<file path="src/rtl/cgra_launch_sequencer.sv">
`default_nettype none
// ----------------------------------------------------------------------------
// cgra_launch_sequencer : register-bus initiator that launches one CGRA kernel
// Revision              : 1.0
// ----------------------------------------------------------------------------
package cgra_launch_pkg;
  typedef struct packed {
    logic [31:0] addr;
    logic        write;
    logic [31:0] wdata;
    logic [3:0]  wstrb;
    logic        valid;
  } reg_req_t;

  typedef struct packed {
    logic [31:0] rdata;
    logic        error;
    logic        ready;
  } reg_rsp_t;
endpackage

module cgra_launch_sequencer
  import cgra_launch_pkg::*;
#(
  parameter int unsigned N_COL               = 4,
  parameter int unsigned N_SLOTS_LOG2        = 1,
  parameter int unsigned KER_CONF_N_REG_LOG2 = 4,
  parameter int unsigned DP_WIDTH            = 32,
  parameter logic [31:0] CGRA_BASE           = 32'h0,
  parameter logic [31:0] OFF_KER_ID          = 32'h10,
  parameter logic [31:0] OFF_PTR             = 32'h18,
  parameter logic [31:0] SLOT_STRIDE         = 32'h40,
  parameter logic [31:0] OFF_COL_STATUS      = 32'h0C,
  parameter int unsigned POLL_GAP            = 8,
  parameter int unsigned MAX_POLLS           = 1024
) (
  input  logic                           clk_i,
  input  logic                           rst_i,
  input  logic                           cmd_valid_i,
  output logic                           cmd_ready_o,
  input  logic [N_SLOTS_LOG2-1:0]        cmd_slot_i,
  input  logic [KER_CONF_N_REG_LOG2-1:0] cmd_ker_id_i,
  input  logic [N_COL-1:0]               cmd_col_mask_i,
  input  logic [N_COL*DP_WIDTH-1:0]      cmd_ptr_in_i,
  input  logic [N_COL*DP_WIDTH-1:0]      cmd_ptr_out_i,
  output reg_req_t                       reg_req_o,
  input  reg_rsp_t                       reg_rsp_i,
  output logic                           busy_o,
  output logic                           done_o,
  output logic                           err_o
);
  localparam int unsigned COL_W = (N_COL > 1) ? $clog2(N_COL) : 1;

  localparam logic [2:0] S_IDLE     = 3'd0;
  localparam logic [2:0] S_WR_PTR   = 3'd1;
  localparam logic [2:0] S_WR_KER   = 3'd2;
  localparam logic [2:0] S_POLL_ACK = 3'd3;
  localparam logic [2:0] S_POLL_END = 3'd4;
  localparam logic [2:0] S_DONE     = 3'd5;

  logic [2:0]                     state_q, state_d;
  logic [N_SLOTS_LOG2-1:0]        slot_q, slot_d;
  logic [KER_CONF_N_REG_LOG2-1:0] ker_q, ker_d;
  logic [N_COL-1:0]               mask_q, mask_d, rem_q, rem_d;
  logic [N_COL*DP_WIDTH-1:0]      ptr_in_q, ptr_in_d, ptr_out_q, ptr_out_d;
  logic                           phase_q, phase_d;
  logic [15:0]                    wait_q, wait_d;
  logic [31:0]                    poll_cnt_q, poll_cnt_d;
  logic                           err_q, err_d;

  logic [COL_W-1:0]    col;
  logic [DP_WIDTH-1:0] ptr_sel;
  logic [31:0]         ptr_ext;
  logic                req_valid, xfer, ack_seen, free_seen, poll_limit;
  logic                unused_rdata;

  // Lowest remaining column: unset columns cost no cycles.
  always_comb begin
    col = '0;
    for (int c = N_COL - 1; c >= 0; c--) begin
      if (rem_q[c]) col = COL_W'(c);
    end
  end

  assign ptr_sel      = phase_q ? ptr_out_q[col*DP_WIDTH +: DP_WIDTH] : ptr_in_q[col*DP_WIDTH +: DP_WIDTH];
  assign ack_seen     = (reg_rsp_i.rdata[KER_CONF_N_REG_LOG2-1:0] == '0);
  assign free_seen    = ((reg_rsp_i.rdata[N_COL-1:0] & mask_q) == '0);
  assign poll_limit   = (MAX_POLLS != 0) && ((poll_cnt_q + 32'd1) == MAX_POLLS);
  assign xfer         = req_valid & reg_rsp_i.ready;
  assign unused_rdata = ^reg_rsp_i.rdata;

  always_ff @(posedge clk_i) begin
    if (rst_i) begin
      state_q    <= S_IDLE;
      slot_q     <= '0;
      ker_q      <= '0;
      mask_q     <= '0;
      rem_q      <= '0;
      ptr_in_q   <= '0;
      ptr_out_q  <= '0;
      phase_q    <= 1'b0;
      wait_q     <= '0;
      poll_cnt_q <= '0;
      err_q      <= 1'b0;
    end else begin
      state_q    <= state_d;
      slot_q     <= slot_d;
      ker_q      <= ker_d;
      mask_q     <= mask_d;
      rem_q      <= rem_d;
      ptr_in_q   <= ptr_in_d;
      ptr_out_q  <= ptr_out_d;
      phase_q    <= phase_d;
      wait_q     <= wait_d;
      poll_cnt_q <= poll_cnt_d;
      err_q      <= err_d;
    end
  end

  always_comb begin
    state_d    = state_q;
    slot_d     = slot_q;
    ker_d      = ker_q;
    mask_d     = mask_q;
    rem_d      = rem_q;
    ptr_in_d   = ptr_in_q;
    ptr_out_d  = ptr_out_q;
    phase_d    = phase_q;
    wait_d     = wait_q;
    poll_cnt_d = poll_cnt_q;
    err_d      = err_q;
    case (state_q)
      S_IDLE: begin
        if (cmd_valid_i) begin
          slot_d     = cmd_slot_i;
          ker_d      = cmd_ker_id_i;
          mask_d     = cmd_col_mask_i;
          rem_d      = cmd_col_mask_i;
          ptr_in_d   = cmd_ptr_in_i;
          ptr_out_d  = cmd_ptr_out_i;
          phase_d    = 1'b0;
          wait_d     = '0;
          poll_cnt_d = '0;
          if (cmd_ker_id_i == '0 || cmd_col_mask_i == '0) begin
            err_d   = 1'b1;
            state_d = S_DONE;
          end else begin
            err_d   = 1'b0;
            state_d = S_WR_PTR;
          end
        end
      end
      S_WR_PTR, S_WR_KER, S_POLL_ACK, S_POLL_END: begin
        if (wait_q != '0) begin
          wait_d = wait_q - 16'd1;
        end else if (xfer) begin
          // Every completed transfer is followed by at least one idle bus cycle.
          wait_d = 16'd1;
          if (reg_rsp_i.error) begin
            err_d   = 1'b1;
            state_d = S_DONE;
          end else begin
            case (state_q)
              S_WR_PTR: begin
                phase_d = ~phase_q;
                if (phase_q) begin
                  rem_d = rem_q & ~(N_COL'(1) << col);
                  if ((rem_q & ~(N_COL'(1) << col)) == '0) state_d = S_WR_KER;
                end
              end
              S_WR_KER: begin
                poll_cnt_d = '0;
                state_d    = S_POLL_ACK;
              end
              S_POLL_ACK, S_POLL_END: begin
                if ((state_q == S_POLL_ACK) ? ack_seen : free_seen) begin
                  poll_cnt_d = '0;
                  state_d    = (state_q == S_POLL_ACK) ? S_POLL_END : S_DONE;
                end else if (poll_limit) begin
                  err_d   = 1'b1;
                  state_d = S_DONE;
                end else begin
                  poll_cnt_d = poll_cnt_q + 32'd1;
                  wait_d     = 16'(POLL_GAP);
                end
              end
              default: ;
            endcase
          end
        end
      end
      S_DONE: begin
        err_d   = 1'b0;
        state_d = S_IDLE;
      end
      default: state_d = S_IDLE;
    endcase
  end

  always_comb begin
    reg_req_o     = '0;
    req_valid     = 1'b0;
    ptr_ext       = '0;
    ptr_ext[DP_WIDTH-1:0] = ptr_sel;
    case (state_q)
      S_WR_PTR: begin
        req_valid       = (wait_q == '0);
        reg_req_o.addr  = CGRA_BASE + OFF_PTR + SLOT_STRIDE * 32'(slot_q) + (32'(col) << 3)
                        + (phase_q ? 32'h4 : 32'h0);
        reg_req_o.write = 1'b1;
        reg_req_o.wdata = ptr_ext;
      end
      S_WR_KER: begin
        req_valid       = (wait_q == '0);
        reg_req_o.addr  = CGRA_BASE + OFF_KER_ID + (32'(slot_q) << 2);
        reg_req_o.write = 1'b1;
        reg_req_o.wdata = 32'(ker_q);
      end
      S_POLL_ACK: begin
        req_valid      = (wait_q == '0);
        reg_req_o.addr = CGRA_BASE + OFF_KER_ID + (32'(slot_q) << 2);
      end
      S_POLL_END: begin
        req_valid      = (wait_q == '0);
        reg_req_o.addr = CGRA_BASE + OFF_COL_STATUS;
      end
      default: ;
    endcase
    if (req_valid) begin
      reg_req_o.valid = 1'b1;
      reg_req_o.wstrb = reg_req_o.write ? 4'hF : 4'h0;
    end else begin
      reg_req_o = '0;
    end
    cmd_ready_o = (state_q == S_IDLE) && !rst_i;
    busy_o      = (state_q != S_IDLE) && (state_q != S_DONE);
    done_o      = (state_q == S_DONE);
    err_o       = (state_q == S_DONE) && err_q;
  end

endmodule
`default_nettype wire

</file>
<file path="config.mk">
export PLATFORM = sky130hd
export DESIGN_NAME = cgra_launch_sequencer
export DESIGN_NICKNAME = d
export VERILOG_FILES = /design/src/rtl/cgra_launch_sequencer.sv
export SDC_FILE = /design/constraint.sdc
export NUM_CORES = 1
export LEC_CHECK = 0
export ABC_AREA = 1
export CELL_PAD_IN_SITES_DETAIL_PLACEMENT = 1
export CELL_PAD_IN_SITES_GLOBAL_PLACEMENT = 1
export CORE_ASPECT_RATIO = 2
export CORE_UTILIZATION = 35
export CTS_CLUSTER_DIAMETER = 200
export DETAILED_ROUTE_END_ITERATION = 12
export MAX_ROUTING_LAYER = met4
export PLACE_DENSITY = 0.89
export SETUP_SLACK_MARGIN = 0.1
export SLEW_MARGIN = 20
export SYNTH_ARGS = -nofsm -noshare
export SYNTH_HDL_FRONTEND = slang
export SYNTH_SLANG_ARGS = --single-unit
export TNS_END_PERCENT = 100
</file>
<file path="constraint.sdc">
create_clock -name clk_i -period 2.7 [get_ports clk_i]
set_clock_uncertainty 0.15 [all_clocks]
set_input_delay 0.27 -clock clk_i [delete_from_list [all_inputs] [get_ports clk_i]]
set_output_delay 0.27 -clock clk_i [all_outputs]
set_load 0.02 [all_outputs]
</file>
-- Word-level counts from Yosys, hierarchy flattened
Cells that the tools add are included.
Widths: inputs -> output; s select.
- add/subtract/negate cells: 6
- equality and inequality tests: 23
- shifts and indexed selects: 3
- muxes and demuxes: 63
- bitwise gates (word level): 5
- reduce and logical (&&, ||, !) cells: 26
- operator list (kind ; count):
    $shiftx 128x8->32 ; 2
    $mux 32 ; 7
    $pmux 32 s2 ; 2
    $pmux 33 s2 ; 1
    $mux 65 ; 1
    $mux 16 ; 3
    $mux 4 ; 11
    $add 32x1->32 const B ; 1
    $eq 32x11->1 const B ; 1
    $pmux 16 s2 ; 1
    $mux 3 ; 10
    $pmux 10 s3 ; 1
    $reduce_and 7->1 ; 4
    $logic_not 4->1 ; 5
    $logic_not 16->1 ; 1
    $mux 1 ; 16
    $reduce_bool 16->1 ; 1
    $sub 16x1->16 const B ; 1
    $ne 3x1->1 const B ; 4
    $ne 4x4->1 const B ; 3
    $add 9x3->10 ; 1
    $add 8x5->9 ; 1
    $pmux 3 s3 ; 1
    $add 5x7->8 const A ; 1
    31 further kinds ; 46
- register bits: 322
- bits of input ports: 302
- output and inout port bits: 74

-- Depth between registers and ports, before layout
- depth in word-level cells: 15
- depth in mapped cells: 17
- mapped depth without buffers: 17

-- Worst setup path after synthesis
No wires, ideal clock.
- path type: register to output
- from: register rem_q[3]
- to: output reg_req_o[36] in the netlist's numbering
- arrival: 2.084 ns
- data required time: 2.280 ns
- path slack: 0.196 ns
- stages on the path, launching flop included: 11
- path buffers: 2
- path through: dfxtp_1 -> inv_1 -> o21ai_0 -> nand2_1 -> inv_1 -> clkbuf_1 -> clkbuf_1 -> o21ai_0 -> a21oi_1 -> nor3_1 -> a311oi_1
- RTL lines (element ; RTL line ; RTL):
    start, declared ; 64 ; logic [N_COL-1:0] mask_q, mask_d, rem_q, rem_d;
    start signal, assigned ; 110 ; rem_q <= rem_d;
    end, declared ; 46 ; output reg_req_t reg_req_o,

==> flow_summary.yaml <==
clocking:
  clock_latency_ps: 550
  clk_path_buf_depth: 3
  htree_levels: 2
  cts_buffers: 34
  cts-root-buf: "clkbuf_16"
  path_clk_slew_ps: 70
  clock_sinks: 322
  cts_tree: "done"
floorplanning:
  ios: 376
  rows: 109
  die_y_um: 302
  core-area_sq_mm: 0.0442
  die_w_um: 152
  start_util_pct: 35.5
  die_area_sq_mm: 0.0458
yosys:
  synth_common_cells: "510 x nand2_1, 427 x a21oi_1, 322 x dfxtp_1, 255 x o21ai_0, 196 x inv_1"
  syn_area_per_cell_sq_um: 6.88
  synth_area_leaders: "dfxtp_1 41%, a21oi_1 14%, nand2_1 12%"
  yosysUniqueCellTypes: 46
  synth-seq-cells: 322
  synth-seq-area-share_pct: 41.0
  synthFlopType: "dfxtp_1"
  yosys.area.top_type: "dfxtp_1"
  synth_top_cell_area_share_pct: 41.0
  async_flop_share_pct: 0
  synth_edf_count: 0
  syn_inst: 2284
  synth_area_sq_mm: 0.0157
  yosysMostFrequentCell: "nand2_1"
  yosysWarnings: 0
power:
  cellLeakagePower_nw: 9.24
  vdd_ir_drop_max_mv: 0.723
  power.density_mw_per_mm2: 1010
placement:
  dp_hpwl_um: 55400
  post_dp_cell_area_sq_mm: 0.0201
  io_buffers: 320
  gp_congestion: 0.988
sta:
  worst_slew_pin_slew_ps: 949
  setup_violations: 65
  worst_slack_ps: -450
  tns_ps: -12810
  hold_violations: 0
  rsz0062_at_grt: "yes"
  fmax_mhz: 317
  period_share_pct: 117
  finalMaxSlewViolations: 0
  max-slew-margin-rel_pct: 36.0
  finalCriticalPeriod_ps: 3150
setup_path:
  path_buf_inv: 8
  crit_chain: "inv_2, o21ai_4, nand2_4, clkinv_8, buf_4, buf_6, buf_16, buf_6, o21ai_2, a21oi_4, nor3_4, a311oi_2, buf_4, buf_6"
  path_max_fanout: 7
  critPathSlowestCell: "nor3_4"
  cpPeakStageDelay_ps: 360
  crit_required_ps: 2280
  path_common_cell: "buf_6"
  worst-setup-path-type: "reg2out"
  endpoint_kind: "primary output"
  critical_path.top_delay_family: "buffers and inverters"
  cp-start-kind: "flip-flop"
  arrival_ps: 2730
global_routing:
  antenna_found_initial: 12
  grt.overflow.total: 0
  grt_max_degree: 140
  first_global_vias: 20200
  grtUsageTotal_pct: 37.1
  grt_pass1_wl_um: 121000
final_layout:
  area_delta_synth_final_pct: 58.0
  drive_gt1_share_pct: 27.0
  final_cell_area_sq_mm: 0.0248
  nets: 3020
  final_core_util_pct: 56.2
flow_run:
  maxCapViolations: 0
outcome:
  status: "finished with violations"
  violations: "negative setup slack"
routing:
  drtIter0Drc: 1232
  via_count: 19600
  drtPass1Iterations: 5
  wl_um: 89900
  viasPerCell: 5.92
  drt.antenna.violating_nets: 0
  wl_per_cell_um: 27.2
  drc_errors: 0
worst_hold_path:
  min_path_type: "in2reg"
flip-flops by register name, summed over array words and instances, names as in the netlist, 3 cells and up:
name	cells
ptr_in_q	128
ptr_out_q	128
poll_cnt_q	32
wait_q	16
ker_q	4
mask_q	4
rem_q	4
state_q	3
final timing paths:
check / start / endpoint / slack (ps) / depth (start not counted)
worst min register to register: ptr_out_q[1] / ptr_out_q[1] / 300 / 2
worst max register to register: poll_cnt_q[0] / poll_cnt_q[15] / -190 / 19
worst min-delay path: cmd_ptr_in_i[23] / ptr_in_q[23] / 130 / 3
worst max-delay path: rem_q[3] / reg_req_o[17] / -450 / 14
where the power goes:
| group | switching (mW) | internal [mW] |
|---|---|---|
| Clock | 2.15 | 2.82 |
| Sequential | 0.626 | 5.72 |
| Combinational | 8.44 | 5.41 |
stage by stage:
stage	hold slack [ps]	cells	setup slack [ps]	power (mW)
2_1_floorplan	264	2310	196	11.1
3_3_place_gp	287	3128	-367	14.8
3_5_place_dp	296	3128	-417	15.1
4_1_cts	125	3267	-229	22.9
5_1_grt	134	3302	-481	25.9
6_report	134	3302	-450	25.2
layer usage:
metal  global-route usage (%)  routed length (um)
met1                     33.9               28400
met2                     63.9               45400
met3                     5.37                5410
met4                     36.4               10700
met5                        -                   0
area by class of cell:
cell class | count | area [sq um]
antenna | 12 | 30.0
multi-input combinational | 1593 | 9710
inverter | 205 | 797
timing repair buffer | 556 | 5970
tap | 555 | 694
fill | 5268 | 19400
clock inverter | 11 | 148
sequential | 322 | 6490
clock buffer | 48 | 973
cells in the final DEF, fill, tap and decap left out, types with 20 or more instances in the layout:
cell type        instances
a21oi_2                 65
a21oi_1                327
dfxtp_2                 22
buf_6                   69
inv_1                  185
nand3b_1                20
conb_1                  27
dfxtp_1                296
nand3_1                 23
nor2_2                  29
nand4_1                 40
nand2_1                448
clkdlybuf4s50_1        275
nor2_1                  76
nor2_4                  23
clkbuf_16               37
nand2_2                 52
buf_12                  39
a21oi_4                 44
nand2_4                 26
buf_4                  141
o21ai_2                 37
o21ai_0                178
o21ai_1                 30
worst min-delay path, cell delays in order:
cell	delay, ps
clkdlybuf4s50_1	390
nand2_1	60
a21oi_1	50
what timing repair did:
action / CTS / global route
setup buffers: 66 / 27
pin swaps: 115 / 112
setup endpoints to repair: 82 / 89
endpoints found under the hold margin: 25 / 0
hold buffers: 1 / 0
gates resized for setup: 604 / 268
cloned: 15 / 3
cell families (layout without fill, tap and decap cells):
logic type	Yosys count	in the layout	synth area share [%]
AO/OA/AOI/OAI	751	751	25.3
XOR/XNOR	5	5	0.279
adder cells (fa/ha/maj)	6	6	0.478
buffers and inverters	395	820	10.6
flip-flops	322	322	41.0
other	1	39	0.0239
AND/OR/NAND/NOR	804	804	22.4
(Power assumes the default switching activity.)
